[src/rtl/barrier_damage_gen_pkg.sv]
// Shared constants and types for the barrier damage writer, barrier store and VGA sync.
package barrier_damage_gen_pkg;

  localparam int unsigned COORD_W     = 11;
  localparam int unsigned SCREEN_W    = 640;
  localparam int unsigned SCREEN_H    = 480;
  localparam int unsigned BARR_YSTART = 340;

  typedef enum logic [1:0] {
    ST_IDLE = 2'd0,
    ST_FLY  = 2'd1,
    ST_EMIT = 2'd2
  } shot_state_t;

endpackage

[src/rtl/barrier_damage_gen_pix_delay.sv]
// Shift register that lines the raster coordinates up with the barrier pixel flag.
module pix_delay #(
  parameter int unsigned DEPTH = 1,
  parameter int unsigned W     = 22
) (
  input  logic         clk,
  input  logic         i_rst,
  input  logic [W-1:0] i_d,
  output logic [W-1:0] o_q
);

  logic [W-1:0] r_pipe [DEPTH];

  always_ff @(posedge clk) begin
    if (i_rst) begin
      for (int unsigned i = 0; i < DEPTH; i++) r_pipe[i] <= '0;
    end else begin
      r_pipe[0] <= i_d;
      for (int unsigned i = 1; i < DEPTH; i++) r_pipe[i] <= r_pipe[i-1];
    end
  end

  assign o_q = r_pipe[DEPTH-1];

endmodule

[src/rtl/barrier_damage_gen.sv]
// Player shot owner: flies the shot, finds the first barrier pixel it overlaps, emits damage.
module barrier_damage_gen
  import barrier_damage_gen_pkg::*;
#(
  parameter int unsigned BARR_YSTART = barrier_damage_gen_pkg::BARR_YSTART,
  parameter int unsigned SHOT_YSTART = 440,
  parameter int unsigned SHOT_YMIN   = 8,
  parameter int unsigned SHOT_SPEED  = 4,
  parameter int unsigned SHOT_LEN    = 8,
  parameter int unsigned PIX_LAT     = 1
) (
  input  logic               clk,
  input  logic               rst,
  input  logic               restart,
  input  logic               fire,
  input  logic [COORD_W-1:0] fire_x,
  input  logic               frame_tick,
  input  logic [COORD_W-1:0] xCoord,
  input  logic [COORD_W-1:0] yCoord,
  input  logic               is_barrier,
  output logic [COORD_W-1:0] damage_x,
  output logic [COORD_W-1:0] damage_y,
  output logic               new_damage,
  output logic               shot_active,
  output logic [COORD_W-1:0] shot_x,
  output logic [COORD_W-1:0] shot_y
);

  shot_state_t r_state, w_next;

  logic               w_rst;
  logic [COORD_W-1:0] w_xd, w_yd;
  logic               w_hit, w_have_hit, w_retire;
  logic [COORD_W-1:0] w_first_x, w_first_y;

  logic               r_hit_pending;
  logic [COORD_W-1:0] r_hit_x, r_hit_y;
  logic [COORD_W-1:0] r_damage_x, r_damage_y;
  logic               r_new_damage, r_shot_active;
  logic [COORD_W-1:0] r_shot_x, r_shot_y;

  assign w_rst = rst | restart;

  pix_delay #(
    .DEPTH (PIX_LAT),
    .W     (2 * COORD_W)
  ) u_pix_delay (
    .clk   (clk),
    .i_rst (w_rst),
    .i_d   ({xCoord, yCoord}),
    .o_q   ({w_xd, w_yd})
  );

  always_comb begin
    w_hit      = (r_state == ST_FLY) && is_barrier && (w_xd == r_shot_x) &&
                 (w_yd >= r_shot_y) && (w_yd <= r_shot_y + COORD_W'(SHOT_LEN - 1));
    w_have_hit = r_hit_pending | w_hit;
    w_retire   = r_shot_y < COORD_W'(SHOT_YMIN + SHOT_SPEED);
    // A hit arriving with the closing frame_tick is reported directly, bypassing the latch.
    w_first_x  = r_hit_pending ? r_hit_x : w_xd;
    w_first_y  = r_hit_pending ? r_hit_y : w_yd;
  end

  always_ff @(posedge clk) begin
    if (w_rst) r_state <= ST_IDLE;
    else       r_state <= w_next;
  end

  always_comb begin
    w_next = r_state;
    case (r_state)
      ST_IDLE: if (fire) w_next = ST_FLY;
      ST_FLY: begin
        if (frame_tick) begin
          if (w_have_hit)    w_next = ST_EMIT;
          else if (w_retire) w_next = ST_IDLE;
        end
      end
      ST_EMIT: w_next = ST_IDLE;
      default: w_next = ST_IDLE;
    endcase
  end

  always_ff @(posedge clk) begin
    if (w_rst) begin
      r_hit_pending <= 1'b0;
      r_hit_x       <= '0;
      r_hit_y       <= '0;
      r_damage_x    <= '0;
      r_damage_y    <= '0;
      r_new_damage  <= 1'b0;
      r_shot_active <= 1'b0;
      r_shot_x      <= '0;
      r_shot_y      <= '0;
    end else begin
      r_new_damage <= 1'b0;
      case (r_state)
        ST_IDLE: begin
          if (fire) begin
            r_shot_x      <= fire_x;
            r_shot_y      <= COORD_W'(SHOT_YSTART);
            r_hit_pending <= 1'b0;
            r_shot_active <= 1'b1;
          end
        end
        ST_FLY: begin
          if (w_hit && !r_hit_pending) begin
            r_hit_pending <= 1'b1;
            r_hit_x       <= w_xd;
            r_hit_y       <= w_yd;
          end
          if (frame_tick) begin
            if (w_have_hit) begin
              r_new_damage <= 1'b1;
              r_damage_x   <= w_first_x;
              r_damage_y   <= w_first_y - COORD_W'(BARR_YSTART);
            end else if (w_retire) begin
              r_shot_active <= 1'b0;
            end else begin
              r_shot_y <= r_shot_y - COORD_W'(SHOT_SPEED);
            end
          end
        end
        ST_EMIT: begin
          r_shot_active <= 1'b0;
          r_hit_pending <= 1'b0;
        end
        default: ;
      endcase
    end
  end

  assign damage_x    = r_damage_x;
  assign damage_y    = r_damage_y;
  assign new_damage  = r_new_damage;
  assign shot_active = r_shot_active;
  assign shot_x      = r_shot_x;
  assign shot_y      = r_shot_y;

endmodule

[config.mk]
export PLATFORM = sky130hd
export DESIGN_NAME = barrier_damage_gen
export DESIGN_NICKNAME = d
export VERILOG_FILES = /design/src/rtl/barrier_damage_gen_pkg.sv /design/src/rtl/barrier_damage_gen_pix_delay.sv /design/src/rtl/barrier_damage_gen.sv
export SDC_FILE = /design/constraint.sdc
export NUM_CORES = 1
export LEC_CHECK = 0
export BUFFER_PORTS_ARGS = -buffer_cell sky130_fd_sc_hd__buf_2
export CORE_MARGIN = 5
export CORE_UTILIZATION = 60
export CTS_CLUSTER_DIAMETER = 100
export DETAILED_ROUTE_END_ITERATION = 10
export GPL_TIMING_DRIVEN = 0
export HOLD_SLACK_MARGIN = 0.03
export PLACE_DENSITY = 0.85
export SYNTH_ARGS = -nofsm -noshare
export SYNTH_HDL_FRONTEND = slang
export SYNTH_HIERARCHICAL = 1
export SYNTH_SLANG_ARGS = --single-unit
[constraint.sdc]
create_clock -name clk -period 7.8 [get_ports clk]
set_input_delay 0.39 -clock clk [delete_from_list [all_inputs] [get_ports clk]]
set_output_delay 0.39 -clock clk [all_outputs]
set_load 0.03 [all_outputs]
==> flow_summary_export.csv, run 1 <==
group,metric,value,unit
status,status,"completed",
global_route,grt.total_usage,0.234,
setup_path,worst_setup_path_end_kind,"flop",
timing,fmax,259,MHz
flow_run,maxCapViolations,0,
clocking,post_cts_resize_count,0,
clocking,clockBufferDepth,2,
synth,ys_types,60,
clocking,cts_htree_levels,3,
timing,finalCritPeriodShare,0.495,
clocking,numCtsBuffers,9,
synth,synth-edff-count,0,
global_route,antenna_found_initial,0,
setup_path,cp.arrival,4.08,ns
synth,seq_area_frac_synth,0.404,
detailed_routing,ant_nets,0,
placement,gp_congestion,0.917,
timing,slew-limit-headroom,0.442,
placement,post-dp-hpwl,8.45,mm
setup_path,worstPathCellList,"inv_1 -> nor4_1 -> nand3_1 -> xnor2_1 -> ha_1 -> a21o_1 -> a21oi_2 -> or4b_4 -> a2111oi_4 -> buf_6 -> mux2i_1 -> nor2_1",
detailed_routing,drt_iter0_markers,244,
detailed_routing,wirelength,11.2,mm
timing,worst_slew_pin_slew,0.837,ns
global_route,grt_pass1_vias,3729,
setup_path,critical-path-slowest-cell,"a2111oi_4",
clocking,cts_tree,"done",
cells_and_area,drive_gt1_frac,0.264,
synth,syn_avg_cell_area,9.56,um2
cells_and_area,nets,629,
floorplan,die_y,96.7,um
synth,yosys.area.top_type,"dfxtp_1",
clocking,root_buffer,"clkbuf_8",
timing,rsz0062_at_grt,"no",
timing,slew_violations,0,
setup_path,crit_type,"flop to flop",
placement,io_buffers,82,
power,power_density,179,nW/um2
clocking,path_clk_slew,0.10,ns
detailed_routing,wl_per_cell,16.7,um
cells_and_area,area_delta_synth_final,16.7,%
placement,place_inst,654,
synth,async_reset_ff_frac,0,
cells_and_area,n_antenna_cell,0,
setup_path,critPathMaxFanout,10,
setup_path,path_buf_inv,2,
global_route,grt_max_degree,19,
timing,fin_skew,0.00963,ns
synth,ys_warn_count,6,
setup_path,cp_top_family,"simple AND/OR/NAND/NOR gates",
floorplan,start_util,0.619,
floorplan,die_w,96.7,um
synth,netlist_instances,472,
clocking,post-cts-setup-buffer-count,0,
timing,hold_viol_final,0,
synth,netlist_area,4510,um2
timing,timing.final.crit_period,3.86,ns
setup_path,crit_required,8.02,ns
detailed_routing,vias_per_cell,5.69,
synth,yosys_register_bits,91,
floorplan,die_area,9360,um2
setup_path,critPathMaxStageDelay,0.54,ns
detailed_routing,drt-pass1-iter-count,5,
synth,synth.area.top_cells,"dfxtp_1, mux2i_1, ha_1, nor2_1, a211oi_1",
global_route,grt_pass1_wl,18.0,mm
power,ir_drop,130,uV
timing,whs,0.224,ns
detailed_routing,vias,3813,
timing,timing.setup.tns,0,ns
cells_and_area,final_util,0.722,
cells_and_area,layout.cells.non_filler,670,
global_route,grt_overflow,0,
power,leakage,0.00210,uW
detailed_routing,drc,0,
clocking,cts_sinks,91,
timing,setup_viol,0,
synth,ys.flop_type,"dfxtp_1",
setup_path,cp-start-kind,"flop",
floorplan,rows,31,
clocking,insertion_delay,0.36,ns
worst_hold_path,hold_path_class,"input pin to flop",
floorplan,boundaryPins,85,
floorplan,coreArea,7290,um2
synth,synth_top_cell_area_share,0.404,
clocking,holdBufCountCts,0,
==> cell type report <==
class,instances,area [um2]
Buffer,27,181
Clock buffer,9,124
Clock inverter,7,90.1
Fill cell,585,2030
Inverter,16,60.1
Multi-Input combinational cell,339,2450
Sequential cell,91,1820
Tap cell,99,124
Timing Repair Buffer,82,410
==> path summary, 6_finish.rpt <==
kind | slack (ns) | cells past startpoint | end | start
setup / recovery | 3.94 | 12 | r_hit_x[10] | shot_y[5]
hold / removal | 0.22 | 2 | u_pix_delay/r_pipe[0][18] | xCoord[7]
setup reg to reg | 3.94 | 12 | r_hit_x[10] | shot_y[5]
hold reg to reg | 0.50 | 2 | shot_x[6] | shot_x[6]
==> cell usage after synthesis (all sizes together), types with 3 or more instances <==
| master | instances |
|---|---|
| dfxtp | 91 |
| nor2 | 57 |
| mux2i | 47 |
| nand2 | 32 |
| a21oi | 25 |
| ha | 24 |
| a211oi | 23 |
| nor2b | 22 |
| buf | 19 |
| inv | 16 |
| nand3 | 15 |
| xnor2 | 13 |
| xor2 | 12 |
| nor4 | 11 |
| clkbuf | 8 |
| o21ai | 5 |
| a21o | 4 |
| nor3 | 4 |
| a221oi | 3 |
| and3 | 3 |
==> sequential cells by signal, indices dropped and copies added (netlist names) <==
name / flops
r_hit_y: 11
new_damage: 1
r_hit_pending: 1
damage_y: 11
r_hit_x: 11
u_pix_delay/r_pipe: 22
shot_x: 11
r_state: 2
damage_x: 11
shot_active: 1
shot_y: 9
==> report_power, final <==
part	switching (uW)	internal, uW	total (uW)
sequential	11.6	473	485
combinational	68.1	45.8	114
clock	187	158	345
==> cell usage in the layout (no fill, tap or decap), types with 4 or more instances in the layout <==
| cell type | count |
|---|---|
| xnor2_1 | 13 |
| a21o_1 | 4 |
| nor2b_1 | 7 |
| a21oi_1 | 24 |
| a211oi_1 | 22 |
| clkbuf_1 | 8 |
| buf_4 | 4 |
| ha_1 | 24 |
| nor4_1 | 11 |
| nand3_1 | 15 |
| nor2_1 | 55 |
| inv_1 | 16 |
| mux2i_1 | 47 |
| buf_6 | 8 |
| xor2_1 | 12 |
| o21ai_0 | 5 |
| nor2b_2 | 15 |
| dfxtp_1 | 91 |
| nand2_1 | 32 |
| clkbuf_8 | 9 |
| buf_2 | 86 |
==> worst reg2reg max path, delay by kind of cell, from the launching register on <==
| kind | cells | cell delay (ns) |
|---|---|---|
| buffers and inverters | 2 | 0.43 |
| muxes | 1 | 0.24 |
| DFF | 1 | 0.46 |
| xor gates and xnor gates | 1 | 0.21 |
| adders and majority gates | 1 | 0.27 |
| AOI/OAI and AO/OA | 3 | 0.87 |
| and+or+nand+nor | 4 | 1.24 |
==> cell families (layout without fill, tap and decap cells) <==
family | count (synthesis) | after routing | synth area share
AND/OR/NAND/NOR | 162 | 162 | 0.192
flip-flops | 91 | 91 | 0.404
AO/OA/AOI/OAI | 77 | 77 | 0.126
multiplexers | 49 | 49 | 0.109
buffers and inverters | 43 | 141 | 0.0535
XOR/XNOR | 25 | 25 | 0.0485
adder cells (fa/ha/maj) | 24 | 24 | 0.0665
other | 1 | 2 | 0.000831
==> stage by stage <==
step	power, uW	area (um2)	worst slack [ns]
final	944	5270	3.94
after global routing	979	5270	3.73
after CTS	946	5270	4.00
after detailed placement	607	5050	4.02
after global placement	603	5050	4.13
after floorplan	572	4520	4.17
==> routing by layer <==
| metal | vias up | global-route usage | part of all wire |
|---|---|---|---|
| met5 | - | 0 | 0 |
| met4 | 0 | 0.0896 | 0.021 |
| met3 | 24 | 0.0561 | 0.078 |
| met2 | 157 | 0.392 | 0.48 |
| met1 | 1801 | 0.290 | 0.42 |
| li1 | 1831 | - | - |
No activity file was read; power rests on OpenSTA's default activity.
==> run 2, diff against run 1 <==
CORE_UTILIZATION = 50   (was 60)
PLACE_DENSITY = 0.76   (was 0.85)
clock period = 3.2 ns   (was 7.8 ns; I/O delays follow)
==> run 2 against run 1 <==
Effect of this change: utilization shrank 2.9 points; largest power group unchanged; largest cell class unchanged; maximum frequency is 14% higher; the run now ends with setup timing left; clock-buffer cell count is 1 higher; worst setup slack got worse by 4.1 ns; via count grew 8.4%; routed wire length rose by 18%.
==> flow_summary_export.csv, run 2 (synthesized netlist as in run 1, its figures left out) <==
group,metric,value,unit
worst_hold_path,hold_path_class,"input pin to flop",
cells_and_area,mostFrequentLayoutCell,"dfxtp_1",
placement,post-dp-hpwl,8.69,mm
clocking,path_clk_slew,0.09,ns
cells_and_area,fillCellCount,654,
detailed_routing,vias,4132,
global_route,grt_max_degree,17,
detailed_routing,drc,0,
placement,gp_congestion,0.872,
setup_path,worstPathCellList,"clkinvlp_4 -> buf_4 -> nor3_4 -> nand3_1 -> xnor2_1 -> ha_1 -> nand3_2 -> nor4_1 -> or4b_4 -> a211oi_4 -> buf_6 -> nor2_4 -> or3_1 -> a31oi_1",
floorplan,die_y,105,um
status,status,"finished, violations left",
floorplan,boundaryPins,85,
global_route,grt.total_usage,0.227,
setup_path,r2r_cells,14,
clocking,clockBufferDepth,2,
cells_and_area,nets,684,
timing,fin_skew,0.0122,ns
clocking,insertion_delay,0.37,ns
status,violations,"setup timing",
setup_path,critPathMaxFanout,5,
flow_run,maxCapViolations,0,
timing,fin_ws,-0.195,ns
timing,slew-limit-headroom,0.493,
power,p_total,2330,uW
cells_and_area,largest_reg_flops,22,
timing,timing.setup.tns,-5.51,ns
cells_and_area,drive_gt1_frac,0.355,
floorplan,coreArea,8760,um2
setup_path,cp.arrival,3.69,ns
detailed_routing,wl_per_cell,18.0,um
timing,worst_slew_pin_slew,0.757,ns
detailed_routing,drt-pass1-iter-count,5,
cells_and_area,n_antenna_cell,0,
timing,timing.final.crit_period,3.39,ns
global_route,grt_pass1_vias,4115,
timing,rsz0062_at_grt,"yes",
power,ir_drop,216,uV
placement,io_buffers,82,
global_route,grt_overflow,0,
worst_hold_path,hold_depth,3,
floorplan,start_util,0.515,
floorplan,rows,34,
worst_hold_path,worstHoldEndpoint,"shot_x[2]",
setup_path,crit_required,3.49,ns
worst_hold_path,worstHoldStart,"fire_x[2]",
clocking,root_buffer,"clkbuf_8",
clocking,numCtsBuffers,9,
detailed_routing,drt_iter0_markers,277,
setup_path,worst_setup_path_end_kind,"flop",
setup_path,critical-path-slowest-cell,"or4b_4",
setup_path,cp-start-kind,"flop",
clocking,cts_sinks,91,
clocking,cts_htree_levels,3,
power,power_density,384,nW/um2
setup_path,crit_type,"flop to flop",
setup_path,r2r_end,"shot_y[6]",
setup_path,reg2reg_from,"shot_y[6]",
floorplan,die_area,11000,um2
timing,slew_violations,0,
timing,hold_viol_final,0,
timing,setup_viol,57,
cells_and_area,final_cell_mix,"dfxtp_1, buf_2, mux2i_1",
setup_path,critPathMaxStageDelay,0.56,ns
detailed_routing,wirelength,13.2,mm
global_route,antenna_found_initial,0,
clocking,cts_tree,"done",
detailed_routing,vias_per_cell,5.63,
global_route,grt_pass1_wl,20.4,mm
timing,fmax,295,MHz
floorplan,die_w,105,um
cells_and_area,top_register,"u_pix_delay/r_pipe",
setup_path,rrSetupSlack,-0.19,ns
cells_and_area,area_delta_synth_final,34.5,%
power,leakage,0.00246,uW
detailed_routing,ant_nets,0,
timing,finalCritPeriodShare,1.06,
## run 2: cell count changes in the layout (fill, tap and decap cells not counted), moves of 9 or more
cell           before  now
a211oi_1           22   10
a211oi_2            0   12
buf_4               4   22
buf_6               8   17
dlygate4sd3_1       0   28
nor2_1             55   45
## run 2: critical path: cells and delay by family (launching register included)
kind / cells / cell delay (ns)
buffers and inverters: 3 / 0.47
xor gates and xnor gates: 1 / 0.21
and+or+nand+nor: 7 / 1.47
adders and majority gates: 1 / 0.29
AOI/OAI and AO/OA: 2 / 0.49
DFF: 1 / 0.37
## run 2: layer usage
layer	up-vias	GRT usage	wire length [um]
met3	31	0.0401	870
met2	190	0.381	6460
met1	1961	0.295	5570
met4	0	0.0767	324
met5	-	0	0
li1	1950	-	-
## run 2: layout make-up
type	count	area (um2)	share of cell area
clock inverters	6	72.6	0.0119
well taps	108	135	0.0222
flip-flops and latches	91	1840	0.303
clock buffers	10	128	0.0210
multi-input cells	339	2690	0.444
repair buffers	138	935	0.154
inverters	16	68.8	0.0113
plain buffers	26	199	0.0328
## run 2: how the worst max path moves through the flow
stage	start	to	slack [ns]	depth (start not counted)
4_1_cts	shot_y[6]	shot_y[6]	-0.08	13
3_5_place_dp	shot_y[2]	damage_x[8]	-0.29	15
2_1_floorplan	shot_y[2]	r_hit_x[10]	-0.001	12
6_report	shot_y[6]	shot_y[6]	-0.19	14
3_3_place_gp	shot_y[2]	shot_y[6]	-0.22	13
5_1_grt	shot_y[6]	shot_y[6]	-0.32	14
## run 2: report_power, final
group          switching, uW  internal, uW  total (uW)
Clock                    440           371         812
Combinational            194           147         341
Sequential              29.1          1150        1180
Total                    663          1670        2330
## run 2: through the flow
| stage | hold WS, ns | util | cells | instance area, um2 | setup slack [ns] |
|---|---|---|---|---|---|
| finish | 0.0423 | 0.693 | 734 | 6070 | -0.195 |
| global route | 0.0464 | 0.693 | 734 | 6070 | -0.316 |
| CTS | 0.0318 | 0.665 | 730 | 5830 | -0.0821 |
| detailed placement | 0.371 | 0.586 | 663 | 5130 | -0.289 |
| global placement | 0.371 | 0.586 | 663 | 5130 | -0.217 |
| floorplan | 0.285 | - | 473 | 4590 | -0.00132 |
## run 2: timing repair
action | in CTS | in global routing
endpoints found under the setup margin | 57 | 58
hold buffers | 28 | 0
cloned | 4 | 0
pin swaps | 11 | 28
resized for setup | 15 | 51
setup buffers | 20 | 4
endpoints found under the hold margin | 28 | 0
==> run 3, diff against run 2 <==
CORE_UTILIZATION = 45   (was 50)
CTS_CLUSTER_DIAMETER = not set   (was 100)
PLACE_DENSITY = 0.69   (was 0.76)
SYNTH_HIERARCHICAL = not set   (was 1)
==> run 3 against run 2 <==
Effect of this change: combinational power grew 13%; the run now ends clean; worst setup slack gained 0.30 ns; routed wire length shrank 0.80%; largest power group unchanged; power grew 2.4%; critical path type unchanged; utilization shrank 9.8 points; critical path depth is the same; largest cell class unchanged; first-iteration DRC count shrank 18%; clock skew is essentially flat; synthesized cell count grew 5.9%; register-to-register slack gained 0.30 ns; sequential share of layout area grew 0.063 points; final cell count grew 7.9%.
==> flow_summary_export.csv, run 3 <==
group,metric,value,unit
placement,post-dp-hpwl,9.23,mm
clocking,root_buffer,"clkbuf_8",
synth,yosys.area.top_type,"dfxtp_1",
floorplan,rows,37,
cells_and_area,final_util,0.595,
detailed_routing,vias_per_cell,5.28,
setup_path,cp.arrival,3.33,ns
cells_and_area,area_delta_synth_final,30.6,%
synth,yosys_register_bits,91,
timing,fin_skew,0.0126,ns
status,status,"completed",
floorplan,die_w,112,um
detailed_routing,wl_per_cell,16.6,um
synth,ys_top_cells_by_count,"dfxtp_1, nand2_1, mux2i_1, nor2_1, and2_1",
synth,synth_simple_gate_area_frac,0.189,
placement,dpl_cell_area,5240,um2
detailed_routing,drt_iter0_markers,226,
cells_and_area,nets,714,
detailed_routing,wirelength,13.1,mm
worst_hold_path,hold_path_class,"input pin to flop",
detailed_routing,drc,0,
synth,synthMuxAreaShare,0.0884,
clocking,path_clk_slew,0.09,ns
cells_and_area,drive_gt1_frac,0.265,
cells_and_area,final_cell_mix,"dfxtp_1, buf_2, nand2_1",
cells_and_area,largest_reg_flops,22,
synth,synth.area.top_cells,"dfxtp_1, mux2i_1, ha_1, nand2_1, and2_1",
cells_and_area,mostFrequentLayoutCell,"dfxtp_1",
global_route,grt.total_usage,0.208,
clocking,cts_sinks,91,
global_route,grt_pass1_vias,4289,
setup_path,critical-path-slowest-cell,"a2111oi_4",
timing,slew-limit-headroom,0.609,
timing,timing.setup.tns,0,ns
synth,netlist_area,4640,um2
setup_path,worst_setup_path_end_kind,"flop",
setup_path,path_buf_inv,3,
detailed_routing,drt-pass1-iter-count,5,
detailed_routing,ant_nets,0,
floorplan,boundaryPins,85,
cells_and_area,final_area,6060,um2
cells_and_area,top_register,"u_pix_delay.r_pipe",
setup_path,crit_required,3.44,ns
setup_path,path_common_cell,"nor3_2",
synth,synth.most_common_cell,"dfxtp_1",
setup_path,rrSetupSlack,0.10,ns
setup_path,worstPathCellList,"inv_6 -> nor3_2 -> nand3_1 -> nor3_2 -> xnor2_1 -> ha_1 -> a21o_1 -> a21oi_2 -> o211ai_1 -> a2111oi_4 -> buf_4 -> buf_8 -> mux2i_4 -> nor2_1",
global_route,grt_pass1_wl,21.2,mm
detailed_routing,vias,4183,
synth,netlist_instances,500,
clocking,insertion_delay,0.36,ns
floorplan,start_util,0.456,
timing,finalCritPeriodShare,0.967,
setup_path,critPathMaxStageDelay,0.43,ns
setup_path,cp_top_family,"compound AO/OA/AOI/OAI gates",
synth,ys_warn_count,0,
synth,synth-edff-count,0,
synth,synth-xor-area-share,0.0491,
timing,setup_viol,0,
flow_run,maxCapViolations,0,
synth,synth_top_cell_area_share,0.392,
clocking,numCtsBuffers,9,
timing,timing.final.crit_period,3.10,ns
global_route,grt_overflow,0,
cells_and_area,n_antenna_cell,0,
synth,async_reset_ff_frac,0,
clocking,clockBufferDepth,2,
timing,hold_viol_final,0,
synth,ys_types,61,
synth,ys.flop_type,"dfxtp_1",
clocking,cts_tree,"done",
timing,slew_violations,0,
synth,synth_fa_ha_area_frac,0.0647,
synth,seq_area_frac_synth,0.392,
timing,fmax,323,MHz
placement,gp_congestion,0.915,
floorplan,coreArea,10200,um2
power,p_total,2390,uW
synth,syn_avg_cell_area,9.28,um2
timing,worst_slew_pin_slew,0.586,ns
global_route,antenna_found_initial,0,
power,ir_drop,245,uV
clocking,cts_htree_levels,3,
floorplan,die_area,12400,um2
power,power_density,394,nW/um2
placement,io_buffers,82,
global_route,grt_max_degree,17,
synth,synth_top_family_by_area,"simple AND/OR/NAND/NOR gates",
setup_path,critPathMaxFanout,5,
synth,synth_compound_area_frac,0.167,
power,leakage,0.00259,uW
timing,fin_ws,0.104,ns
floorplan,die_y,112,um
setup_path,cp-start-kind,"flop",
timing,rsz0062_at_grt,"yes",
placement,dp_slack,-0.237,ns
setup_path,crit_type,"flop to flop",
[run 3: cell types whose count changed in the layout (fill, tap and decap cells not counted), moves of 14 or more]
cell | previous run | this run
buf_6 | 17 | 1
nor2_1 | 45 | 27
a41oi_1 | 0 | 14
nand2_1 | 31 | 65
nor2b_2 | 15 | 0
and2_1 | 1 | 25
[run 3: layer usage]
metal,vias up,track usage,share of wire,wire (um)
met5,-,0,0,0
met4,0,0.0689,0.017,226
met1,1962,0.252,0.42,5500
li1,2073,-,-,-
met3,19,0.0451,0.057,754
met2,129,0.368,0.51,6640
[run 3: worst min-delay path, stage by stage]
cell and delay, ns:
buf_2 0.09, or3_1 0.09, mux2i_1 0.05
[run 3: path summary, 6_finish.rpt]
check | start | end | cells past startpoint
worst min register to register | shot_active | shot_active | 2
worst max register to register | shot_y[6] | r_hit_y[5] | 14
worst max-delay path | shot_y[6] | r_hit_y[5] | 14
worst min-delay path | rst | shot_active | 3
[run 3: area by class of cell]
cell class	instances	area [um2]
fillers	893	4120
multi-input cells	363	2670
flip-flops and latches	91	1840
repair buffers	140	926
plain buffers	30	178
well taps	136	170
clock buffers	10	138
clock inverters	6	72.6
inverters	16	65.1
[run 3: per-stage QoR]
step	hold WS, ns	std cells
after CTS	0.0578	778
after floorplan	0.282	501
after global placement	0.364	719
final	0.0743	792
after global routing	0.0707	792
after detailed placement	0.362	719
[run 3: cell families after synthesis]
kind of cell	count (synthesis)
adders and majority gates	24
and+or+nand+nor	173
muxes	41
AOI/OAI and AO/OA	97
xor gates and xnor gates	26
other	1
buffers and inverters	47
DFF	91
[run 3: what timing repair did]
action	CTS	global route
endpoints found under the setup margin	49	57
pin swaps	4	10
endpoints found under the hold margin	33	0
buffers inserted	10	14
resized for setup	9	17
hold buffers	33	0
gates cloned	1	0
[run 3: report_power, final]
part           internal, uW  switching [uW]  leakage, uW
Sequential             1150            28.9     0.000742
Combinational           164             223      0.00174
Clock                   391             429     0.000103
Total                  1710             681      0.00259
